`config.mk`:
```
export PLATFORM = sky130hd
export DESIGN_NAME = inst_fetch
export DESIGN_NICKNAME = d
export VERILOG_FILES = /design/src/rtl/inst_fetch_pkg.sv /design/src/rtl/inst_fetch_buf.sv /design/src/rtl/inst_fetch.sv
export SDC_FILE = /design/constraint.sdc
export NUM_CORES = 1
export LEC_CHECK = 0
export BUFFER_PORTS_ARGS = -buffer_cell sky130_fd_sc_hd__buf_4
export CAP_MARGIN = 30
export CORE_ASPECT_RATIO = 0.7
export CORE_MARGIN = 3
export CORE_UTILIZATION = 52
export DETAILED_ROUTE_END_ITERATION = 10
export GPL_TIMING_DRIVEN = 0
export PLACE_DENSITY = 0.84
export SETUP_SLACK_MARGIN = 0.05
export SYNTH_ARGS = -nofsm -noshare
export SYNTH_HDL_FRONTEND = slang
export SYNTH_SLANG_ARGS = --single-unit
```
`constraint.sdc`:
```
create_clock -name clk -period 5.4 [get_ports clk]
set_clock_uncertainty 0.2 [all_clocks]
set_input_delay 0.27 -clock clk [delete_from_list [all_inputs] [get_ports clk]]
set_output_delay 0.27 -clock clk [all_outputs]
set_load 0.02 [all_outputs]
```
`src/rtl/inst_fetch_pkg.sv`:
```
// Shared definitions for the instruction-fetch path: reset address,
// word widths, buffer entry layout and fetch state encodings.
package inst_fetch_pkg;

    localparam int          INST_W       = 32;
    localparam int          ENTRY_W      = 2 * INST_W;
    localparam logic [31:0] RESET_PC_DEF = 32'h0000_0000;
    localparam logic [31:0] ZERO_WORD    = 32'h0000_0000;

    typedef enum logic {
        IDLE  = 1'b0,
        FETCH = 1'b1
    } fetch_state_t;

    // Targets are always word aligned; the low two bits are dropped silently.
    function automatic logic [31:0] align_word(input logic [31:0] addr);
        return {addr[31:2], 2'b00};
    endfunction

endpackage

```
`src/rtl/inst_fetch_buf.sv`:
```
// Small synchronous FIFO holding {pc, inst} pairs between the ROM and decode.
// Clear wins over push; push while full is accepted only alongside a pop.
module fetch_buf
    import inst_fetch_pkg::*;
#(
    parameter int DEPTH = 2
) (
    input  logic               clk,
    input  logic               rst,
    input  logic               push_i,
    input  logic               pop_i,
    input  logic               clear_i,
    input  logic [ENTRY_W-1:0] din_i,
    output logic               full_o,
    output logic               empty_o,
    output logic [ENTRY_W-1:0] head_o
);

    localparam int PTR_W = (DEPTH > 1) ? $clog2(DEPTH) : 1;
    localparam int CNT_W = $clog2(DEPTH + 1);

    logic [ENTRY_W-1:0] r_mem [DEPTH];
    logic [PTR_W-1:0]   r_wr_ptr;
    logic [PTR_W-1:0]   r_rd_ptr;
    logic [CNT_W-1:0]   r_count;

    logic w_full;
    logic w_empty;
    logic w_do_push;
    logic w_do_pop;

    assign w_full    = (r_count == CNT_W'(DEPTH));
    assign w_empty   = (r_count == '0);
    assign w_do_push = push_i && (!w_full || pop_i) && !clear_i;
    assign w_do_pop  = pop_i && !w_empty && !clear_i;

    assign full_o  = w_full;
    assign empty_o = w_empty;
    // An empty buffer presents zeros rather than stale data.
    assign head_o  = w_empty ? {ZERO_WORD, ZERO_WORD} : r_mem[r_rd_ptr];

    function automatic logic [PTR_W-1:0] ptr_inc(input logic [PTR_W-1:0] p);
        return (p == PTR_W'(DEPTH - 1)) ? '0 : p + PTR_W'(1);
    endfunction

    // Storage write; contents are qualified by the count, so no reset needed.
    always_ff @(posedge clk) begin
        if (w_do_push) begin
            r_mem[r_wr_ptr] <= din_i;
        end
    end

    // Pointer and occupancy bookkeeping.
    always_ff @(posedge clk or posedge rst) begin
        if (rst) begin
            r_wr_ptr <= '0;
            r_rd_ptr <= '0;
            r_count  <= '0;
        end else if (clear_i) begin
            r_wr_ptr <= '0;
            r_rd_ptr <= '0;
            r_count  <= '0;
        end else begin
            if (w_do_push) begin
                r_wr_ptr <= ptr_inc(r_wr_ptr);
            end
            if (w_do_pop) begin
                r_rd_ptr <= ptr_inc(r_rd_ptr);
            end
            case ({w_do_push, w_do_pop})
                2'b10:   r_count <= r_count + CNT_W'(1);
                2'b01:   r_count <= r_count - CNT_W'(1);
                default: r_count <= r_count;
            endcase
        end
    end

endmodule

```
`src/rtl/inst_fetch.sv`:
```
// Instruction-fetch initiator: owns the PC, issues ROM requests when the
// output buffer has room, and steers the PC on flush/branch redirects.
module inst_fetch
    import inst_fetch_pkg::*;
#(
    parameter logic [31:0] RESET_PC  = RESET_PC_DEF,
    parameter int          BUF_DEPTH = 2
) (
    input  logic        clk,
    input  logic        rst,
    output logic [31:0] rom_pc,
    output logic        rom_ce,
    input  logic [31:0] rom_inst,
    input  logic        branch_flag_i,
    input  logic [31:0] branch_target_i,
    input  logic        flush_i,
    input  logic [31:0] new_pc_i,
    input  logic        id_ready_i,
    output logic        id_valid_o,
    output logic [31:0] id_pc_o,
    output logic [31:0] id_inst_o
);

    fetch_state_t r_state;
    fetch_state_t w_state_next;
    logic [31:0]  r_pc;
    logic [31:0]  w_pc_next;

    logic               w_full;
    logic               w_empty;
    logic [ENTRY_W-1:0] w_head;
    logic               w_pop;
    logic               w_redirect;
    logic               w_fetch;

    assign w_pop      = !w_empty && id_ready_i;
    assign w_redirect = flush_i || branch_flag_i;
    // A slot frees up this cycle if decode is taking the head.
    assign w_fetch    = (r_state == FETCH) && (!w_full || w_pop) && !w_redirect;

    assign rom_ce     = w_fetch;
    assign rom_pc     = r_pc;
    assign id_valid_o = !w_empty;
    assign id_pc_o    = w_head[ENTRY_W-1:INST_W];
    assign id_inst_o  = w_head[INST_W-1:0];

    // State and PC registers.
    always_ff @(posedge clk or posedge rst) begin
        if (rst) begin
            r_state <= IDLE;
            r_pc    <= RESET_PC;
        end else begin
            r_state <= w_state_next;
            r_pc    <= w_pc_next;
        end
    end

    // Next state and PC selection: flush beats branch beats sequential.
    always_comb begin
        w_state_next = r_state;
        w_pc_next    = r_pc;
        if (r_state == IDLE) begin
            w_state_next = FETCH;
        end
        if (flush_i) begin
            w_pc_next = align_word(new_pc_i);
        end else if (branch_flag_i) begin
            w_pc_next = align_word(branch_target_i);
        end else if (w_fetch) begin
            w_pc_next = r_pc + 32'd4;
        end
    end

    fetch_buf #(
        .DEPTH(BUF_DEPTH)
    ) u_buf (
        .clk     (clk),
        .rst     (rst),
        .push_i  (w_fetch),
        .pop_i   (w_pop),
        .clear_i (w_redirect),
        .din_i   ({r_pc, rom_inst}),
        .full_o  (w_full),
        .empty_o (w_empty),
        .head_o  (w_head)
    );

endmodule

```
==> impl_results.md, run 1 <==
- Outcome: completed
- Compound-Gate Fraction of Synth Area: 7.426%
- Hold Path Origin: branch_target_i[25]
- Setup TNS: 0 ns
- Slew Limit Fails: 0
- Reg-to-reg slack, setup: 2.17 ns
- HP Class: input pin to flop
- Tot GR Track Use: 27.07%
- Post-synthesis adder-cell area fraction: 0.3503%
- Synth area leaders: edfxtp_1, dfrtp_1, mux2i_1
- Yosys warning count: 0
- Clk buf depth: 2
- Die width: around 150 um
- Synth top area share: 52.12%
- Total gr overflow: 0
- Top FF cell, synth: edfxtp_1
- RSZ-0062 raised after global routing: no
- Core Box Area: 13,310 um^2
- Measured slew at the worst slew-check pin: between 1 and 1.5 ns
- Drt pass-1 iters: 5
- Postcts setup bufs: 0
- Largest net degree at the start of global routing: 63
- Tot Pwr: around 3 mW
- Area growth syn-to-layout: 43.07%
- Worst Slack Setup Final: around 2.2 ns
- Num ports: 199
- Post-synthesis xor/xnor area fraction: approximately 2.2%
- Final hold violation count: 0
- Post-DRT Antenna Nets: 0
- Final Net Count: 946
- Grt peak-use layer: met2
- Worst EP required: 5.56 ns
- Leak Pwr: around 4.0 nW
- HPWL after DPL: around 13,000 um
- Iter 0 DRT Violations: around 570
- Overall die height: 104.1 um
- Largest family of logic cells by synthesized area: simple AND/OR/NAND/NOR gates
- Synthesized area per cell: 12.90 um^2
- Post-Syn Instances: 554
- TritonCTS Sinks: 159
- Via/cell ratio: 5.596
- Number of flops mapped to enable cells by yosys: 124
- Max cap viols: 0
- TritonCTS clock tree: built
- #FFs+latches synth: 159
- Clk pin slew, worst setup/hold paths: ~0.06 ns
- Finished Layout Cells: between 1,000 and 1,500
- Placed Cells: 934
- Final setup fails: 0
- Area leader, netlist: edfxtp_1
- Most frequent cells after synthesis: edfxtp_1, nor2_1, mux2i_1, dfrtp_1, nand2_1
- Vias in the first global route: 6,010
- Die area: 15,200 um^2
- Share of cells above drive strength 1: 29.36%
- FMAX: between 0.3 and 0.4 GHz
- Netlist cell types: 60
- VDD IR-drop max: 0.2361 mV
- Async S/R FF share, synth: 22.01%
- Post-cts hold buffer count: 75
- First-pass GRT wire length: 32,130 um
- Clk root buf: clkbuf_16
- Seq/Total Area, Yosys: 64.38%
- Gp weighted congestion: about 0.89
- Worst Setup SP: u_buf.r_count[0]
- Setup crit start kind: flop
- M2 GR Usage: between 40 and 50%
- Met3 Use GR: 9.103%
- PortBufs: ~190
- Pre-CTS setup slack: 2.600 ns
- Initial antenna violation count: 0
- Capturing element type of the critical path: flop
- Slew margin rel.: 24.41%
- Area after DPL: 8886 um^2
- GR Layer Usage met1: 35.75%
- Tcrit/Tclk final: around three fifths
- Most frequent cell after synthesis: edfxtp_1
- Pwr dens: just under 300 nW/um^2
- # DRC: 0
- Worst r2r src: u_buf.r_count[0]
- CTS buffer count: 17
- Diode count: 0
- H-tree Lvls: 4
- Via count: about 5,800
- Post-synthesis mux area share: under 10%
- Starting Density: 53.67%
- Post-Route WL: between 20,000 and 25,000 um
- Mapped Area: 7144 um^2
- Worst Setup Path Type: flop to flop
- WL per Instance: 19.75 um
- Worst EP arrival: 3.39 ns
- Clk_lat worst skew: 0.42 ns
- Fin area: 10,220 um^2
- Crit-path max FO: 10
- Standard-cell rows: 35
- Post-synthesis simple-gate area fraction: between 10% and 20%
- CTS resizes: 0
- Fin crit period: 3.234 ns
-- flip-flops by register name, indices dropped and copies added, names as in the netlist --
name,count
u_buf.r_mem,124
r_state,1
u_buf.r_wr_ptr,1
rom_pc,30
u_buf.r_rd_ptr,1
u_buf.r_count,2
-- worst max-delay path: stages, from the launching register on --
cell,delay [ns]
dfrtp_1,0.42
or3b_2,0.55
a21oi_1,0.69
clkbuf_1,0.42
a21oi_1,0.09
a22oi_1,0.20
dlygate4sd3_1,0.59
-- through the flow --
step | utilization (%) | hold slack [ns]
2_1_floorplan | - | 0.1689
3_3_place_gp | 66.15 | 0.2555
3_5_place_dp | 66.75 | 0.2574
5_1_grt | 76.78 | 0.02056
6_report | 76.78 | 0.01906
4_1_cts | 76.78 | 0.0004607
-- metal layers --
| layer | share of wire [%] | vias up |
|---|---|---|
| li1 | - | 2650 |
| met1 | 42 | 2823 |
| met2 | 47 | 304 |
| met3 | 9.8 | 43 |
| met4 | 1.6 | 0 |
| met5 | 0 | - |
-- layout make-up --
cell class              count  area [um^2]
plain buffers              34        180.2
clock buffers              17        425.4
clock inverters            14        158.9
fillers                   826         3092
inverters                   8        30.03
multi-input cells         356         2359
flip-flops and latches    159         4599
well taps                 185        231.5
repair buffers            267         2237
-- kinds of logic after synthesis --
family,Yosys count
flops,159
mux,71
fa+ha+maj,2
buf+inv,42
xor+xnor,18
other cells,2
compound gates,77
simple gates,183
-- cells in the final DEF, fill, tap and decap left out, types with 13 or more instances in the layout --
cell type and count:
buf_4 194, edfxtp_1 124, nor2_1 81, dlygate4sd3_1 75, mux2i_1 71, dfrtp_1 35
nand2_1 30, clkbuf_1 19, a21oi_1 18, clkbuf_16 17, nand3_1 15, o21ai_0 13
-- final timing paths --
check / end / cells past startpoint
max: rom_pc[9] / 6
min: rom_pc[25] / 3
max reg2reg: rom_pc[9] / 6
min reg2reg: u_buf.r_mem[0][63] / 0
max in group asynchronous: rom_pc[26] / 4
min in group asynchronous: rom_pc[8] / 3
-- power by group --
part	internal [mW]	total, mW	switching (mW)
combinational	0.189	0.380	0.190
sequential	1.38	1.44	0.0632
clock	0.687	1.19	0.506
total	2.25	3.01	0.760
Note: power is estimated with default switching activity, not from simulation.
==> run 2, diff against run 1 <==
Settings changed: CORE_UTILIZATION 52 to 47, PLACE_DENSITY 0.84 to 0.8.
Clock period 5.4 ns to 2.7 ns, I/O delays scaled along.
==> impl_results.md, run 2 (same netlist as run 1, synthesis figures left out) <==
- Outcome: completed (unchanged)
- # DRC: 0 (unchanged)
- FMAX: 0.3864 GHz (was 0.3092 GHz)
- Starting Density: 48.38% (was 53.67%)
- CP most frequent cell: or4_4 (was a21oi_1)
- Fin area: 10,480 um^2 (was 10,220 um^2)
- Clk buf depth: 2 (unchanged)
- Crit-path max FO: 10 (unchanged)
- Slowest cell delay on critical path: 0.63 ns (was 0.69 ns)
- Clk pin slew, worst setup/hold paths: 0.07 ns (was 0.06 ns)
- Initial antenna violation count: 0 (unchanged)
- CP Cell Sequence: nand3_2 -> or4_4 -> or4_4 -> xor2_1 -> o221ai_2 (was or3b_2 -> a21oi_1 -> clkbuf_1 -> a21oi_1 -> a22oi_1 -> dlygate4sd3_1)
- Die width: 153.4 um (was 146.1 um)
- Final Net Count: 966 (was 946)
- TritonCTS clock tree: built (unchanged)
- Share of cells above drive strength 1: 30.17% (was 29.36%)
- Number of flip-flops in the largest register: 124 (unchanged)
- Num ports: 199 (unchanged)
- Leak Pwr: 4.082 nW (was 3.954 nW)
- WP buf/inv: 0 (was 2)
- Tot GR Track Use: 24.74% (was 27.07%)
- Overall die height: 109.2 um (was 104.1 um)
- Largest Register: u_buf.r_mem (unchanged)
- TritonCTS Sinks: 159 (unchanged)
- PortBufs: 189 (unchanged)
- RSZ-0062 raised after global routing: yes (was no)
- HP Class: input pin to flop (unchanged)
- Worst EP arrival: 2.68 ns (was 3.39 ns)
- Drt pass-1 iters: 5 (unchanged)
- Fin crit period: 2.588 ns (was 3.234 ns)
- Worst EP required: 2.79 ns (was 5.56 ns)
- Iter 0 DRT Violations: 464 (was 567)
- Diode count: 0 (unchanged)
- Worst Setup Path Type: flop to flop (unchanged)
- Tot Pwr: 6.136 mW (was 3.013 mW)
- Post-DRT Antenna Nets: 0 (unchanged)
- Tcrit/Tclk final: 95.85% (was 59.90%)
- HPWL after DPL: 13,600 um (was 13,490 um)
- Slew Limit Fails: 0 (unchanged)
- Die area: 16,740 um^2 (was 15,200 um^2)
- Slew margin rel.: 39.11% (was 24.41%)
- Commonest non-fill, non-tap cell in the layout: buf_4 (unchanged)
- Final Hold Slack: 0.06932 ns (was 0.01906 ns)
- Post-Route WL: 20,810 um (was 20,540 um)
- Capturing element type of the critical path: flop (unchanged)
- Most frequent cells in the layout: buf_4, edfxtp_1, dlygate4sd3_1 (was buf_4, edfxtp_1, nor2_1)
- Standard-cell rows: 37 (was 35)
- Final hold violation count: 0 (unchanged)
- Via/cell ratio: 5.533 (was 5.596)
- Final setup fails: 0 (unchanged)
- CTS buffer count: 17 (unchanged)
- Crit-path slowest cell: or4_4 (was a21oi_1)
- Setup crit start kind: flop (unchanged)
- Critical path's top delay family: simple AND/OR/NAND/NOR gates (was buffers and inverters)
- Pwr dens: 585.4 nW/um^2 (was 294.8 nW/um^2)
- Final Util: 70.97% (was 76.78%)
- Measured slew at the worst slew-check pin: 0.9133 ns (was 1.130 ns)
- H-tree Lvls: 4 (unchanged)
- First-pass GRT wire length: 31,840 um (was 32,130 um)
- Setup TNS: 0 ns (unchanged)
- Area after DPL: 8879 um^2 (was 8886 um^2)
- Gp weighted congestion: 0.8480 (was 0.8937)
- Total gr overflow: 0 (unchanged)
- VDD IR-drop max: 0.5230 mV (was 0.2361 mV)
- Max cap viols: 0 (unchanged)
- Vias in the first global route: 6,072 (was 6,010)
- Largest net degree at the start of global routing: 63 (unchanged)
- Area growth syn-to-layout: 46.71% (was 43.07%)
- Clk root buf: clkbuf_16 (unchanged)
- Via count: 5,920 (was 5,820)
- Clk_lat worst skew: 0.42 ns (about the same)
- WL per Instance: 19.45 um (was 19.75 um)
- Core Box Area: 14,770 um^2 (was 13,310 um^2)
run 2: timing repair:
item,4_1_cts,5_1_grt
hold endpoints to repair,130,0
hold buffers,96,0
resized for setup,7,5
setup endpoints to repair,62,39
setup buffers,0,0
pin swaps,0,0
run 2: final cells by class:
| cell class | instances | area (um^2) |
|---|---|---|
| Tap cell | 195 | 244.0 |
| Clock inverter | 14 | 183.9 |
| Fill cell | 1006 | 4287 |
| Buffer | 32 | 180.2 |
| Timing Repair Buffer | 289 | 2435 |
| Clock buffer | 17 | 425.4 |
| Multi-Input combinational cell | 356 | 2384 |
| Sequential cell | 159 | 4599 |
| Inverter | 8 | 30.03 |
run 2: metrics by stage:
stage | instances | worst slack [ns]
after global placement | 941 | -0.5411
after CTS | 1071 | 0.05486
final | 1070 | 0.1120
after detailed placement | 944 | -0.01940
after floorplan | 557 | 0.1414
after global routing | 1070 | 0.02945
run 2: final timing paths:
kind / slack, ns / endpoint / cells after the start / start
max: 0.11 / rom_pc[26] / 5 / rom_pc[10]
max in group asynchronous: 1.54 / r_state / 3 / rst
min reg2reg: 0.31 / u_buf.r_mem[0][47] / 0 / rom_pc[15]
min in group asynchronous: 0.25 / rom_pc[9] / 3 / rst
max reg2reg: 0.11 / rom_pc[26] / 5 / rom_pc[10]
min: 0.07 / rom_pc[28] / 5 / new_pc_i[28]
run 2: worst reg2reg max path: cells and delay by family (launching register included):
family | cells | cell delay, ns
and+or+nand+nor | 3 | 1.38
xor gates and xnor gates | 1 | 0.18
DFF | 1 | 0.57
AOI/OAI and AO/OA | 1 | 0.12
run 2: metal layers:
| metal | vias up | wire, um | GRT usage (%) |
|---|---|---|---|
| met5 | - | 0 | 0 |
| met4 | 0 | 447 | 10.02 |
| met3 | 44 | 1741 | 6.743 |
| met2 | 312 | 10030 | 40.77 |
| met1 | 2871 | 8598 | 31.50 |
| li1 | 2693 | - | - |
run 2: power by group:
group	switching, mW	internal [mW]
clock network	1.00	1.47
registers	0.127	2.75
logic	0.388	0.396
